==> src/rtl/axi_llc_refill_ar_issue.sv <==
// rtl/axi_llc_refill_ar_issue.sv - issues one AXI AR burst per LLC refill descriptor and forwards descriptors in order
module axi_llc_refill_ar_issue #(
   parameter int unsigned AddrWidth      = 32,
   parameter int unsigned IdWidth        = 4,
   parameter int unsigned AxiId          = 0,
   parameter int unsigned DataWidth      = 64,
   parameter int unsigned BlockSize      = 8,
   parameter int unsigned WayWidth       = 8,
   parameter int unsigned TagWidth       = 16,
   parameter int unsigned MaxOutstanding = 4,
   localparam int unsigned CntWidth      = $clog2(MaxOutstanding + 1)
) (
   input  logic                 clk_i,
   input  logic                 rst_i,
   input  logic                 desc_valid_i,
   output logic                 desc_ready_o,
   input  logic [AddrWidth-1:0] desc_addr_i,
   input  logic [WayWidth-1:0]  desc_way_i,
   input  logic                 desc_refill_i,
   input  logic [TagWidth-1:0]  desc_tag_i,
   output logic                 desc_valid_o,
   input  logic                 desc_ready_i,
   output logic [AddrWidth-1:0] desc_addr_o,
   output logic [WayWidth-1:0]  desc_way_o,
   output logic                 desc_refill_o,
   output logic [TagWidth-1:0]  desc_tag_o,
   output logic                 ar_valid_o,
   input  logic                 ar_ready_i,
   output logic [AddrWidth-1:0] ar_addr_o,
   output logic [IdWidth-1:0]   ar_id_o,
   output logic [7:0]           ar_len_o,
   output logic [2:0]           ar_size_o,
   output logic [1:0]           ar_burst_o,
   input  logic                 refill_done_i,
   output logic [CntWidth-1:0]  outstanding_o
);

   localparam int unsigned SizeLog = $clog2(DataWidth / 8);
   localparam int unsigned LineOff = $clog2(BlockSize) + SizeLog;
   localparam logic [CntWidth-1:0] MaxCnt = CntWidth'(MaxOutstanding);

   typedef enum logic [1:0] {
      IDLE,
      ISSUE_AR,
      SEND_DESC
   } state_e;

   state_e                state_q, state_d;
   logic [AddrWidth-1:0]  addr_q;
   logic [WayWidth-1:0]   way_q;
   logic                  refill_q;
   logic [TagWidth-1:0]   tag_q;
   logic [CntWidth-1:0]   cnt_q, cnt_d;
   logic                  load;
   logic                  ar_fire;
   logic                  done_ok;
   logic                  credit_ok;

   assign credit_ok = (cnt_q < MaxCnt);

   always_comb begin
      state_d      = state_q;
      desc_ready_o = 1'b0;
      desc_valid_o = 1'b0;
      ar_valid_o   = 1'b0;
      load         = 1'b0;
      case (state_q)
         IDLE: begin
            desc_ready_o = 1'b1;
            if (desc_valid_i) begin
               load    = 1'b1;
               state_d = desc_refill_i ? ISSUE_AR : SEND_DESC;
            end
         end
         ISSUE_AR: begin
            ar_valid_o = credit_ok;
            if (credit_ok && ar_ready_i) begin
               state_d = SEND_DESC;
            end
         end
         SEND_DESC: begin
            desc_valid_o = 1'b1;
            if (desc_ready_i) begin
               desc_ready_o = 1'b1;
               if (desc_valid_i) begin
                  load    = 1'b1;
                  state_d = desc_refill_i ? ISSUE_AR : SEND_DESC;
               end else begin
                  state_d = IDLE;
               end
            end
         end
         default: state_d = IDLE;
      endcase
   end

   // A completion arriving with nothing in flight is dropped so the count never wraps.
   assign ar_fire = ar_valid_o && ar_ready_i;
   assign done_ok = refill_done_i && (cnt_q != '0);

   always_comb begin
      cnt_d = cnt_q;
      case ({ar_fire, done_ok})
         2'b10:   cnt_d = cnt_q + 1'b1;
         2'b01:   cnt_d = cnt_q - 1'b1;
         default: cnt_d = cnt_q;
      endcase
   end

   always_ff @(posedge clk_i) begin
      if (rst_i) begin
         state_q  <= IDLE;
         addr_q   <= '0;
         way_q    <= '0;
         refill_q <= 1'b0;
         tag_q    <= '0;
         cnt_q    <= '0;
      end else begin
         state_q <= state_d;
         cnt_q   <= cnt_d;
         if (load) begin
            addr_q   <= desc_addr_i;
            way_q    <= desc_way_i;
            refill_q <= desc_refill_i;
            tag_q    <= desc_tag_i;
         end
      end
   end

   assign desc_addr_o   = addr_q;
   assign desc_way_o    = way_q;
   assign desc_refill_o = refill_q;
   assign desc_tag_o    = tag_q;
   assign outstanding_o = cnt_q;

   assign ar_addr_o  = {addr_q[AddrWidth-1:LineOff], {LineOff{1'b0}}};
   assign ar_id_o    = IdWidth'(AxiId);
   assign ar_len_o   = 8'(BlockSize - 1);
   assign ar_size_o  = 3'(SizeLog);
   assign ar_burst_o = 2'b01;

endmodule

==> config.mk <==
export PLATFORM = sky130hd
export DESIGN_NAME = axi_llc_refill_ar_issue
export DESIGN_NICKNAME = d
export VERILOG_FILES = /design/src/rtl/axi_llc_refill_ar_issue.sv
export SDC_FILE = /design/constraint.sdc
export NUM_CORES = 1
export LEC_CHECK = 0
export ABC_CLOCK_PERIOD_IN_PS = 2450
export CAP_MARGIN = 40
export CORE_MARGIN = 2
export CORE_UTILIZATION = 39
export CTS_CLUSTER_DIAMETER = 150
export DETAILED_ROUTE_END_ITERATION = 8
export HOLD_SLACK_MARGIN = 0.06
export MAX_ROUTING_LAYER = met4
export PLACE_DENSITY = 0.82
export SYNTH_ARGS = -nofsm -noshare
export SYNTH_HDL_FRONTEND = slang
export SYNTH_SLANG_ARGS = --single-unit
export TNS_END_PERCENT = 20
==> constraint.sdc <==
create_clock -name clk_i -period 2.45 [get_ports clk_i]
set_clock_uncertainty 0.15 [all_clocks]
set_input_delay 0.3675 -clock clk_i [delete_from_list [all_inputs] [get_ports clk_i]]
set_output_delay 0.3675 -clock clk_i [all_outputs]
set_load 0.1 [all_outputs]
==> results of run 1 <==
area by class of cell:
class | instances | area (um2)
Sequential cell | 62 | 1240
Timing Repair Buffer | 165 | 1450
Clock inverter | 5 | 50.0
Multi-Input combinational cell | 224 | 1370
Clock buffer | 11 | 131
Inverter | 6 | 22.5
Tap cell | 102 | 128
Fill cell | 708 | 3410
cells by family after synthesis:
kind of cell	share of synthesized area (%)
XOR/XNOR	0.554
adder cells (fa/ha/maj)	1.03
other	0.238
buffers and inverters	20.1
AO/OA/AOI/OAI	24.0
flip-flops	39.3
AND/OR/NAND/NOR	14.8
through the flow:
| step | cell area [um2] | total power [uW] | setup slack [ps] |
|---|---|---|---|
| after floorplan | 3250 | 2370 | -127 |
| final | 4390 | 3470 | 106 |
| after detailed placement | 4210 | 2640 | -68.8 |
| after global placement | 4210 | 2620 | 97.2 |
| after CTS | 4390 | 3500 | 115 |
| after global routing | 4390 | 3600 | 0.774 |
synth_stat cells:
| cell | n |
|---|---|
| nand2b_1 | 3 |
| nor4bb_1 | 1 |
| a221oi_1 | 1 |
| o31a_1 | 1 |
| or2_2 | 1 |
| nor2b_1 | 2 |
| fa_1 | 1 |
| inv_1 | 4 |
| o31ai_1 | 57 |
| dfxtp_1 | 62 |
| nor2_1 | 6 |
| nor2b_4 | 1 |
| xor2_1 | 2 |
| nand4_1 | 57 |
| inv_2 | 2 |
| clkbuf_1 | 17 |
| buf_4 | 56 |
| ha_1 | 1 |
| buf_6 | 3 |
| a21oi_1 | 60 |
| or3_1 | 1 |
| buf_2 | 19 |
| a32oi_1 | 1 |
| o21ai_0 | 1 |
| nor3_1 | 4 |
| conb_1 | 2 |
placed cells by master, fill, tap and decap left out, types with 3 or more instances in the layout:
cell type        count
a21oi_1             60
buf_12               5
buf_4               98
clkbuf_8             9
clkdlybuf4s50_1     60
clkinv_2             4
conb_1              23
dfxtp_1             60
inv_1                4
nand4_1             57
nor2_1               5
nor3_1               3
o31ai_1             57
metal layers:
metal  track usage [%]  share of wire, %
met4              7.49               1.3
met3              4.41               7.5
met2              33.9                50
met5                 -                 0
met1              24.5                41
worst max-delay path by stage:
stage	slack, ps	endpoint	start
after floorplan	-130	outstanding_o[2]$_SDFFE_PP0P_	outstanding_o[0]$_SDFFE_PP0P_
after global placement	100	outstanding_o[2]$_SDFFE_PP0P_	ar_ready_i
after detailed placement	-70	outstanding_o[2]$_SDFFE_PP0P_	ar_ready_i
after CTS	110	ar_valid_o	state_q[0]$_SDFFE_PP0P_
after global routing	0.8	ar_valid_o	state_q[0]$_SDFFE_PP0P_
final	110	ar_valid_o	state_q[0]$_SDFFE_PP0P_
worst reg2reg max path, delay by kind of cell, from the launching register on:
kind                     cells  cell delay [ps]
flip-flops                   1              360
AO/OA/AOI/OAI                1              150
buffers and inverters        2              180
XOR/XNOR                     1               80
AND/OR/NAND/NOR              2              710
adder cells (fa/ha/maj)      2              410
power groups by stage:
stage               registers (uW)  clock network [uW]  logic [uW]
floorplan                     1640                   0         725
global placement              1150                   0        1470
detailed placement            1160                   0        1480
CTS                           1130                 876        1480
global route                  1140                 920        1540
finish                        1130                 858        1480
state kept, by name, indices dropped and copies added (netlist names):
name / count
desc_addr_o: 32
desc_tag_o: 16
desc_way_o: 8
outstanding_o: 3
state_q: 2
desc_refill_o: 1
==> results.sh, run 1 <==
export IMPL_clkTransAtPathRegs_ps=70
export IMPL_grt_pass1_wl_mm=13.9
export IMPL_cts_buffer_depth=2
export IMPL_pwr_share_seq_pct=32.7
export IMPL_cp_start_kind="flip-flop"
export IMPL_drc=0
export IMPL_p_comb_share_pct=42.7
export IMPL_h_tree_depth=3
export IMPL_slowest_stage="dfxtp_2"
export IMPL_worst_path_buf_inv=3
export IMPL_hold_violations=0
export IMPL_min_from="desc_tag_o[6]$_SDFFE_PP0P_"
export IMPL_syn2layout_area_growth_pct=39.0
export IMPL_crit_family="buffers and inverters"
export IMPL_outcome="finished, final reports clean"
export IMPL_core_um2=7810
export IMPL_ys_ff_latch=62
export IMPL_drt_initial_drc_count=205
export IMPL_worstSetupEndpointType="primary output"
export IMPL_cts_sinks=62
export IMPL_p_switching_uw=1600
export IMPL_ys_top_cells_by_area="dfxtp_1, o31ai_1, buf_4, nand4_1, a21oi_1"
export IMPL_crit_arrival_ps=1830
export IMPL_nets=533
export IMPL_slew_limit_headroom_pct=62.8
export IMPL_pwr_share_clk_pct=24.7
export IMPL_grt_pass1_vias=2843
export IMPL_dr_total_vias=3145
export IMPL_slowest_delay_ps=350
export IMPL_stdcell_count=575
export IMPL_ios=175
export IMPL_cts_buffers=9
export IMPL_powerDensity_nw_per_um2=791
export IMPL_post_dp_hpwl_mm=6.10
export IMPL_synth_top_area_share_pct=39.3
export IMPL_dpl_cell_count=559
export IMPL_grtUsageTotal_pct=20.4
export IMPL_reg2reg_slack_ps=360
export IMPL_vias_per_cell=5.47
export IMPL_fin_crit_ps=2340
export IMPL_yosysUniqueCellTypes=26
export IMPL_synth_warning_count=0
export IMPL_hold_slack_ps=324
export IMPL_drtPass1Iterations=4
export IMPL_r2r_end="outstanding_o[2]$_SDFFE_PP0P_"
export IMPL_tns_ps=0
export IMPL_clock_latency_ps=330
export IMPL_setup_viol=0
export IMPL_routedWlPerCell_um=15.7
export IMPL_max_freq_mhz=427
export IMPL_die_x_um=94.0
export IMPL_worst_path_stages=4
export IMPL_p_sw_share_pct=46.1
export IMPL_r2r_cells=8
export IMPL_synth_cells=366
export IMPL_p_leak_uw=0.00190
export IMPL_grt_setup_unrepaired="no"
export IMPL_hold_buffers=0
export IMPL_grt_max_degree=59
export IMPL_maxCapViolCount=0
export IMPL_place_congestion=0.748
export IMPL_max_slew_worst_pin_slew_ps=557
export IMPL_drtAntennaViolNets=0
export IMPL_hold_path_class="flip-flop to flip-flop"
export IMPL_internal_power_uw=1870
export IMPL_synth_area_per_cell_um2=8.64
export IMPL_rr_startpoint="outstanding_o[2]$_SDFFE_PP0P_"
export IMPL_cp_max_fo=34
export IMPL_path_cells="buf_4 > inv_2 > nor3_2 > buf_12"
export IMPL_required_ps=1930
export IMPL_final_max_slew_viol_count=0
export IMPL_drive_gt1_share_pct=27.1
export IMPL_num_rows=32
export IMPL_antenna_found_initial=0
export IMPL_wl_mm=9.03
export IMPL_die_h_um=94.0
export IMPL_postCtsSetupRepairBufs=0
export IMPL_whs_path_depth=2
export IMPL_crit_type="flip-flop to primary output"
export IMPL_grt_overflow=0
export IMPL_min_to="desc_tag_o[6]$_SDFFE_PP0P_"
export IMPL_start_util_pct=40.5
export IMPL_ir_drop_mv=0.526
export IMPL_post_route_period_util_pct=95.7
export IMPL_ys_seq_area_share_pct=39.3
export IMPL_diodes=0
export IMPL_die_area_um2=8840
export IMPL_portBuffers=151
export IMPL_synth_top_cell_by_area="dfxtp_1"
export IMPL_cts_tree="yes"
export IMPL_post_cts_resized=0
export IMPL_clockRootBuffer="clkbuf_8"
export IMPL_utilization_pct=56.3
export IMPL_mappedNetlistArea_um2=3160
Power figures use the tool's default switching activity.
==> run 2, diff against run 1 <==
TNS_END_PERCENT = 10   (was 20)
==> results of run 2 <==
The final DEF is identical to that of run 1; final timing and power are the same.
==> run 3, diff against run 2 <==
CELL_PAD_IN_SITES_DETAIL_PLACEMENT = 0   (was not set)
CELL_PAD_IN_SITES_GLOBAL_PLACEMENT = 1   (was not set)
CORE_ASPECT_RATIO = 0.8   (was not set)
CORE_UTILIZATION = 27   (was 39)
PLACE_DENSITY = 0.81   (was 0.82)
==> run 3 against run 2 <==
Net effect:
- flip-flop and latch count is the same
- sequential power about the same
- sequential share of layout area fell by 1.0 points
- die area rose by 42%
- cell count is 7.8% higher
- setup slack better by 190 ps
- register-to-register slack improved by 40 ps
- via count about the same
- wire length grew 10%
- critical endpoint is now outstanding_o[2]$_SDFFE_PP0P_
==> results.sh, run 3 (synthesis results as in run 1) <==
export IMPL_final_max_slew_viol_count=0
export IMPL_clockRootBuffer="clkbuf_16"
export IMPL_cts_buffer_depth=2
export IMPL_slowest_delay_ps=480
export IMPL_cp_max_fo=2
export IMPL_core_um2=11500
export IMPL_crit_start="ar_ready_i"
export IMPL_start_util_pct=27.5
export IMPL_whs_path_depth=2
export IMPL_post_route_period_util_pct=87.9
export IMPL_p_leak_uw=0.00194
export IMPL_pwr_share_clk_pct=31.6
export IMPL_worstSetupEndpointType="flip-flop"
export IMPL_grt_pass1_wl_mm=15.3
export IMPL_outcome="finished, final reports clean"
export IMPL_grt_busiest_layer="met2"
export IMPL_vias_per_cell=5.08
export IMPL_grtUsageTotal_pct=15.5
export IMPL_tns_ps=0
export IMPL_cp_common_cell="inv_1"
export IMPL_p_switching_uw=1650
export IMPL_die_area_um2=12600
export IMPL_powerDensity_nw_per_um2=843
export IMPL_rr_startpoint="outstanding_o[2]$_SDFFE_PP0P_"
export IMPL_p_sw_share_pct=43.0
export IMPL_portBuffers=151
export IMPL_syn2layout_area_growth_pct=44.2
export IMPL_grt_setup_unrepaired="no"
export IMPL_antenna_found_initial=0
export IMPL_slew_limit_headroom_pct=62.2
export IMPL_pwr_share_seq_pct=29.6
export IMPL_h_tree_depth=3
export IMPL_crit_family="simple AND/OR/NAND/NOR gates"
export IMPL_max_slew_worst_pin_slew_ps=566
export IMPL_total_power_uw=3840
export IMPL_diodes=0
export IMPL_grt_max_degree=54
export IMPL_drtAntennaViolNets=0
export IMPL_required_ps=2540
export IMPL_nets=532
export IMPL_path_cells="clkdlybuf4s50_1 > nor4bb_1 > inv_1 > ha_1 > inv_1 > fa_1 > xor2_1 > or3_1 > a21oi_1"
export IMPL_min_from="desc_addr_o[1]$_SDFFE_PP0P_"
export IMPL_ios=175
export IMPL_p_comb_share_pct=38.8
export IMPL_cp_start_kind="primary input"
export IMPL_post_cts_resized=0
export IMPL_grt_pass1_vias=2950
export IMPL_hold_path_class="flip-flop to flip-flop"
export IMPL_die_x_um=125
export IMPL_drt_initial_drc_count=140
export IMPL_fin_crit_ps=2150
export IMPL_internal_power_uw=2190
export IMPL_r2r_end="outstanding_o[2]$_SDFFE_PP0P_"
export IMPL_crit_arrival_ps=2250
export IMPL_grt_overflow=0
export IMPL_grt_use_met2_pct=24.0
export IMPL_final_common_cell="buf_4"
export IMPL_clkTransAtPathRegs_ps=50
export IMPL_reg2reg_slack_ps=400
export IMPL_setup_viol=0
export IMPL_dr_total_vias=3147
export IMPL_layout_common_cells="buf_4, a21oi_1, dfxtp_1, clkdlybuf4s50_1"
export IMPL_routedWlPerCell_um=16.0
export IMPL_maxCapViolCount=0
export IMPL_cts_sinks=62
export IMPL_r2r_cells=8
export IMPL_die_h_um=101
export IMPL_drc=0
export IMPL_largest_reg_flops=32
export IMPL_post_dp_hpwl_mm=6.48
export IMPL_wl_mm=9.95
export IMPL_slowest_stage="clkdlybuf4s50_1"
export IMPL_postCtsSetupRepairBufs=0
export IMPL_clock_latency_ps=320
export IMPL_ir_drop_mv=0.412
export IMPL_min_to="desc_addr_o[1]$_SDFFE_PP0P_"
export IMPL_num_rows=35
export IMPL_cts_buffers=9
export IMPL_hold_buffers=0
export IMPL_place_congestion=0.754
export IMPL_crit_type="primary input to flip-flop"
export IMPL_max_freq_mhz=464
export IMPL_met1_usage_pct=19.6
export IMPL_hold_violations=0
export IMPL_met3_usage_pct=5.04
export IMPL_drtPass1Iterations=4
export IMPL_worst_path_buf_inv=3
export IMPL_drive_gt1_share_pct=26.9
export IMPL_cts_tree="yes"
[run 3: changes by cell type in the layout (fill, tap and decap cells not counted), sizes merged]
cell	previous run	this run
buf	105	104
[run 3: metal layers]
metal / vias to the layer above / routed length (um)
met5: - / 0
met4: 0 / 92
met3: 9 / 752
met2: 126 / 4620
met1: 1516 / 4480
li1: 1496 / -
[run 3: worst max path at each step]
stage	endpoint	slack [ps]	cells after the start
floorplan	outstanding_o[2]$_SDFFE_PP0P_	-130	7
global placement	outstanding_o[2]$_SDFFE_PP0P_	80	9
detailed placement	outstanding_o[2]$_SDFFE_PP0P_	-40	9
CTS	outstanding_o[2]$_SDFFE_PP0P_	310	9
global route	outstanding_o[2]$_SDFFE_PP0P_	190	9
finish	outstanding_o[2]$_SDFFE_PP0P_	300	9
[run 3: final cells by class]
class	instances	area, um2
clock buffers	11	233
clock inverters	5	50.0
fillers	1154	6920
inverters	6	22.5
multi-input cells	224	1370
flip-flops and latches	62	1240
well taps	148	185
repair buffers	164	1450
[run 3: through the flow]
step	utilization [%]	cell area (um2)	instances	hold slack [ps]	worst slack, ps
4_1_cts	39.7	4560	620	320	305
5_1_grt	39.7	4560	620	342	192
6_report	39.7	4560	620	320	296
3_5_place_dp	37.3	4280	604	313	-44.3
2_1_floorplan	-	3250	387	368	-127
3_3_place_gp	37.3	4280	604	307	81.1
[run 3: power groups by stage]
stage / Clock [uW] / Sequential [uW] / Combinational (uW)
6_report: 1220 / 1140 / 1490
5_1_grt: 1290 / 1140 / 1540
4_1_cts: 1260 / 1140 / 1500
3_5_place_dp: 0 / 1160 / 1490
3_3_place_gp: 0 / 1150 / 1490
2_1_floorplan: 0 / 1640 / 725
[run 3: worst min-delay path, cell delays in order (launching register included)]
cell,delay (ps)
dfxtp_1,310
o31ai_1,60
a21oi_1,60
